===== config.mk =====
export PLATFORM = sky130hd
export DESIGN_NAME = fourier_seq_ctrl
export DESIGN_NICKNAME = d
export VERILOG_FILES = /design/src/rtl/fourier_seq_ctrl.sv
export SDC_FILE = /design/constraint.sdc
export NUM_CORES = 1
export LEC_CHECK = 0
export CORE_MARGIN = 2
export CORE_UTILIZATION = 56
export DETAILED_ROUTE_END_ITERATION = 7
export GPL_ROUTABILITY_DRIVEN = 1
export PLACE_DENSITY = 0.83
export SLEW_MARGIN = 10
export SYNTH_ARGS = -nofsm -noshare
export SYNTH_HDL_FRONTEND = slang
export SYNTH_SLANG_ARGS = --single-unit

===== constraint.sdc =====
create_clock -name clk -period 2.82 [get_ports clk]
set_clock_uncertainty 0.1 [all_clocks]
set_input_delay 0.705 -clock clk [delete_from_list [all_inputs] [get_ports clk]]
set_output_delay 0.705 -clock clk [all_outputs]
set_load 0.02 [all_outputs]

===== src/rtl/fourier_seq_ctrl.sv =====
// Sequencer for the Fourier DFT datapath: walks every bin k through clear, N-point
// accumulate, MAC drain and result write, then holds done until the next start.
module fourier_seq_ctrl #(
    parameter int N_POINTS = 16,
    parameter int ADDR_W   = 4,
    parameter int MAC_LAT  = 2
) (
    input  logic              clk,
    input  logic              reset,
    input  logic              start,
    output logic [ADDR_W-1:0] sample_addr,
    output logic [ADDR_W-1:0] twiddle_addr,
    output logic              mac_clr,
    output logic              mac_en,
    output logic              res_we,
    output logic [ADDR_W-1:0] res_addr,
    output logic              busy,
    output logic              done
);

    localparam logic [2:0] S_IDLE  = 3'd0;
    localparam logic [2:0] S_CLEAR = 3'd1;
    localparam logic [2:0] S_ACCUM = 3'd2;
    localparam logic [2:0] S_DRAIN = 3'd3;
    localparam logic [2:0] S_WRITE = 3'd4;
    localparam logic [2:0] S_DONE  = 3'd5;

    localparam logic [ADDR_W-1:0] LAST_IDX   = ADDR_W'(N_POINTS - 1);
    localparam logic [3:0]        DRAIN_LAST = 4'(MAC_LAT - 1);

    logic [2:0]        state;
    logic [ADDR_W-1:0] k;
    logic [ADDR_W-1:0] n;
    logic [ADDR_W-1:0] tw;
    logic [3:0]        drain;

    // tw tracks (k*n) mod N_POINTS incrementally; the power-of-two length makes the
    // natural ADDR_W wrap the modulo.
    always_ff @(posedge clk or posedge reset) begin
        if (reset) begin
            state <= S_IDLE;
            k     <= '0;
            n     <= '0;
            tw    <= '0;
            drain <= '0;
        end else begin
            case (state)
                S_IDLE, S_DONE: begin
                    if (start) begin
                        state <= S_CLEAR;
                        k     <= '0;
                    end
                end
                S_CLEAR: begin
                    n     <= '0;
                    tw    <= '0;
                    state <= S_ACCUM;
                end
                S_ACCUM: begin
                    n  <= n + 1'b1;
                    tw <= tw + k;
                    if (n == LAST_IDX) begin
                        drain <= '0;
                        if (MAC_LAT > 0) state <= S_DRAIN;
                        else             state <= S_WRITE;
                    end
                end
                S_DRAIN: begin
                    if (drain == DRAIN_LAST) state <= S_WRITE;
                    else                     drain <= drain + 1'b1;
                end
                S_WRITE: begin
                    if (k == LAST_IDX) begin
                        state <= S_DONE;
                    end else begin
                        k     <= k + 1'b1;
                        state <= S_CLEAR;
                    end
                end
                default: state <= S_IDLE;
            endcase
        end
    end

    // Outputs decode registered state only, so reset clears them immediately.
    always_comb begin
        sample_addr  = '0;
        twiddle_addr = '0;
        res_addr     = '0;
        mac_clr      = 1'b0;
        mac_en       = 1'b0;
        res_we       = 1'b0;
        busy         = (state != S_IDLE) && (state != S_DONE);
        done         = (state == S_DONE);
        case (state)
            S_CLEAR: mac_clr = 1'b1;
            S_ACCUM: begin
                mac_en       = 1'b1;
                sample_addr  = n;
                twiddle_addr = tw;
            end
            S_WRITE: begin
                res_we   = 1'b1;
                res_addr = k;
            end
            default: ;
        endcase
    end

endmodule


After elaboration in Yosys (flattened, before gate mapping)
Cells that the tools add are included.
{"block": "totals", "ff_bits": 19, "output_inout_bits": 17}
{"block": "classes", "add_sub_neg": 4, "eq_ne": 14, "muxes": 19, "reduce_logical": 10}
{"cell": "$pmux W4 S2", "count": 4}
{"cell": "$mux W4", "count": 7}
{"cell": "$pmux W3 S5", "count": 1}
{"cell": "$add A4 B1 Y4 const B", "count": 3}
{"cell": "$mux W3", "count": 4}
{"cell": "$ne A2 B2 Y1 const B", "count": 5}
{"cell": "$reduce_and A3 Y1", "count": 3}
{"cell": "$eq A4 B4 Y1 const B", "count": 2}
{"cell": "$eq A3 B2 Y1 const B", "count": 2}
{"cell": "$eq A3 B3 Y1 const B", "count": 2}
{"cell": "$reduce_bool A2 Y1", "count": 3}
{"cell": "$add A4 B4 Y4", "count": 1}
{"cell": "$eq A4 B1 Y1 const B", "count": 1}
{"cell": "$eq A3 B1 Y1 const B", "count": 1}
{"cell": "$logic_not A3 Y1", "count": 1}
{"cell": "$mux W1", "count": 3}
{"cell": "$ne A3 B3 Y1 const B", "count": 1}
{"cell": "$reduce_bool A3 Y1", "count": 1}
{"cell": "$reduce_or A2 Y1", "count": 1}
{"cell": "$logic_and A1 B1 Y1", "count": 1}

Depth between registers and ports, before layout
{"block": "logic_depth", "depth_word": 4, "mapped_depth": 7, "depth_no_buf": 5}

Worst setup path after synthesis
OpenSTA, ideal clock, no wires.
{"block": "synth_timing", "path_kind": "reg-to-output", "start": "reg state[1]", "end": "out res_addr[0]", "t_arrival_ns": 1.475, "path_slack_ns": 0.540, "path_stages_with_launch": 5, "path_buffers": 2, "cell_sequence": "dfrtp_1 > buf_4 > clkbuf_1 > nor2_1 > and2_1"}
{"block": "synth_via", "elab_chain_len": 2}
{"element": "start, declared", "line_no": "31", "source": "logic [2:0] state;"}
{"element": "start signal, assigned", "line_no": "41", "source": "state <= S_IDLE;"}
{"element": "start signal, assigned", "line_no": "50", "source": "state <= S_CLEAR;"}
{"element": "start signal, assigned", "line_no": "57", "source": "state <= S_ACCUM;"}
{"element": "$eq A3 B3 Y1", "line_no": "95", "source": "case (state)"}
{"element": "$mux W4", "line_no": "95"}
{"element": "end, declared", "line_no": "16", "source": "output logic [ADDR_W-1:0] res_addr,"}
No other way between the ends.

Worst setup path after layout
{"block": "layout_timing", "start": "reg state[0]", "end": "out res_addr[3]"}
The elaborated chain is that of the path after synthesis.

==> key figures <==
Timing
  – Slew margin rel.: between 50% and 60%
  – Max-slew violation count: 0
  – Hold Vio Cnt, Final: 0
  – Hold Slack: 399.3 ps
  – Fmax: 0.3685 GHz
  – Crit path time final: 2713 ps
  – Final setup margin: ~110 ps
  – Final period utilization: 96.22%
  – Worst-Margin Slew: 723.7 ps
  – Final TNS setup: 0 ps
  – Setup violations, final: 0
  – RSZ-0062 raised after global routing: no

Synthesis
  – Sequential area share after synthesis: 38.78%
  – Yosys reg bits: 19
  – Mapped cell area: 0.001226 mm^2
  – Dominant synthesized flop cell: dfrtp_1
  – Synth Area per Inst: 9.289 um^2
  – FFs w/ async S/R, synth: 100.0%
  – Netlist cell types: 40
  – Syn_nets: 143
  – Synth warn: 0
  – Gate Count Post-Synth: roughly 130
  – EDFF count, synth: 0

Power
  – Pwr dens: ~950 mW/mm^2
  – VDD IR max: 0.5579 mV
  – Switching portion of total power: 45.99%
  – Sw power: ~0.64 mW
  – Power Total: 1.393 mW
  – Clock share of power: about a tenth
  – Internal: 0.7525 mW
  – Leak Pwr: 0.7685 nW
  – Sequential group share of total power: roughly 36%
  – Combinational group share of total power: 54.1%

GRT
  – Met2 GRT Util: 39.25%
  – GRT Util Overall: between 20% and 30%
  – Largest net degree at the start of global routing: 20
  – Gr ovfl total: 0
  – Met1 GRT Util: 30.56%
  – Top Usage Layer GRT: met2
  – Met3 Usage GRT: 7.440%
  – Initial antenna violation count: 0
  – First-pass GRT wire length: 4816 um
  – Vias in the first global route: 1086

Worst setup path
  – CP max stage cell: clkdlybuf4s50_1
  – CP top delay family: buffers and inverters
  – Cells along the critical path: nand2b_1 -> nor2_4 -> and2_1 -> clkdlybuf4s50_1
  – Required time of the critical path: 2020 ps
  – Worst setup EP type: output port
  – CP peak stage delay: 600 ps
  – Buf/Inv on CP: 1
  – Worst EP arrival: between 1500 and 2000 ps
  – WS Path Type: flop to output port
  – Critical-path maximum fanout: 8
  – Worst Setup Start Kind: flop

Placement
  – Routability congestion estimate: around 0.86
  – Pre-CTS setup slack: 241.9 ps
  – I/O Buffers: 19
  – Post-DP Area: 0.001438 mm^2
  – DP HPWL: ~2000 um

Cells and area
  – Finished Cell Area: 0.001474 mm^2
  – Antenna cell count: 0
  – Syn-to-layout area delta: 20.20%
  – Most frequent cells in the layout: dfrtp_1, and2_1, nand2_1, nor2_1, o21ai_0
  – NumNets Final: about 160
  – Leading cell type in the layout, fill and taps excluded: dfrtp_1
  – Fraction of layout instances using a drive strength above 1: about 11%

Drt
  – DR iter-0 viols: 36
  – Wire per inst: 14.87 um
  – Vias per cell: 5.978
  – Final WL: 2662 um
  – DR pass1 iterations: 4
  – DR vias: 1070
  – Post-route ant nets: 0
  – Drt drc: 0

Floorplan
  – Die area: 0.002580 mm^2
  – DIE HEIGHT: 50.80 um
  – Die W: between 50 and 60 um
  – Top Ports: 20
  – Rows: 16
  – Core area: 0.002022 mm^2
  – Initial Util: 60.64%

Hold path
  – Tightest Hold Check Type: flop to flop

Status
  – Status: completed

Clock tree
  – Max H-tree Level: 1
  – TritonCTS clock tree: yes
  – CTS buffer count: 3
  – Root Driver: clkbuf_4
  – Clock latency on the worst-skew pair: just over 300 ps
  – Sink Count: 19
  – Clk buf depth: 2
  – Clk slew on worst S/H paths: approximately 100 ps
  – Hold-fix buffers, CTS: 0

Job
  – Max_cap viols: 0
registers in the layout, summed over array words and instances, names as in the netlist:
register,count
n,4
state,3
tw,4
k,4
drain,4
logic make-up (layout without fill, tap and decap cells):
group / count (synthesis) / in the layout / share of synthesized area [%]
buffers and inverters: 15 / 35 / 6.325
XOR/XNOR: 2 / 2 / 1.429
adder cells (fa/ha/maj): 8 / 8 / 8.775
multiplexers: 6 / 6 / 5.000
AND/OR/NAND/NOR: 53 / 53 / 23.88
flip-flops: 19 / 19 / 38.78
AO/OA/AOI/OAI: 29 / 29 / 15.82
per-layer routing:
layer	vias to the layer above	wire length, um
met2	40	1250
met4	0	82
met5	-	0
met1	519	1149
met3	9	179
li1	502	-
power by group through the flow:
stage               registers, mW  logic, mW  clock network [mW]
floorplan                   0.460      0.558                   0
global placement            0.488      0.724                   0
detailed placement          0.498      0.752                   0
CTS                         0.493      0.752               0.144
global route                0.515      0.836               0.161
finish                      0.498      0.754               0.141
through the flow:
| step | instances | util [%] |
|---|---|---|
| detailed placement | 175 | 71.10 |
| floorplan | 132 | - |
| CTS | 179 | 72.09 |
| global placement | 175 | 71.10 |
| finish | 179 | 72.90 |
| global route | 179 | 72.90 |
final cells by class:
type                    instances  area (um^2)
multi-input cells              98        680.7
fillers                       154        548.0
flip-flops and latches         19        476.7
repair buffers                 24        227.7
well taps                      27        33.78
inverters                       7        27.53
clock buffers                   3        22.52
clock inverters                 1        5.005
path summary, 6_finish.rpt:
kind                           from          end  slack, ps  cells past startpoint
hold / removal             drain[3]     drain[3]        400                      1
hold reg to reg            drain[3]     drain[3]        400                      1
setup reg to reg               k[1]        tw[3]        810                      5
setup / recovery           state[0]  res_addr[3]        110                      4
max in group asynchronous     reset     state[0]       1400                      2
min in group asynchronous     reset         n[0]        700                      2
cells in the mapped netlist, types with 3 or more instances:
master	count	share of area, %
nand3_1	5	2.0
mux2i_1	5	4.1
dfrtp_1	19	39
nor2_1	10	3.1
buf_2	4	1.6
a21oi_1	4	1.6
o21ai_0	9	3.7
nand2b_1	3	1.5
a31oi_1	4	2.0
ha_1	7	7.1
and2_1	11	5.6
inv_1	6	1.8
nand2_1	10	3.1
worst register-to-register path: stages, from the launching register on:
cell     delay [ps]
dfrtp_1         430
ha_1            310
a21o_1          160
a21oi_1         300
mux2_2          370
a211o_1         220
what timing repair did:
action | 4_1_cts | 5_1_grt
endpoints found under the setup margin | 12 | 5
resized for setup | 9 | 6
setup buffers | 0 | 0
Note: power is estimated with default switching activity, not from simulation.
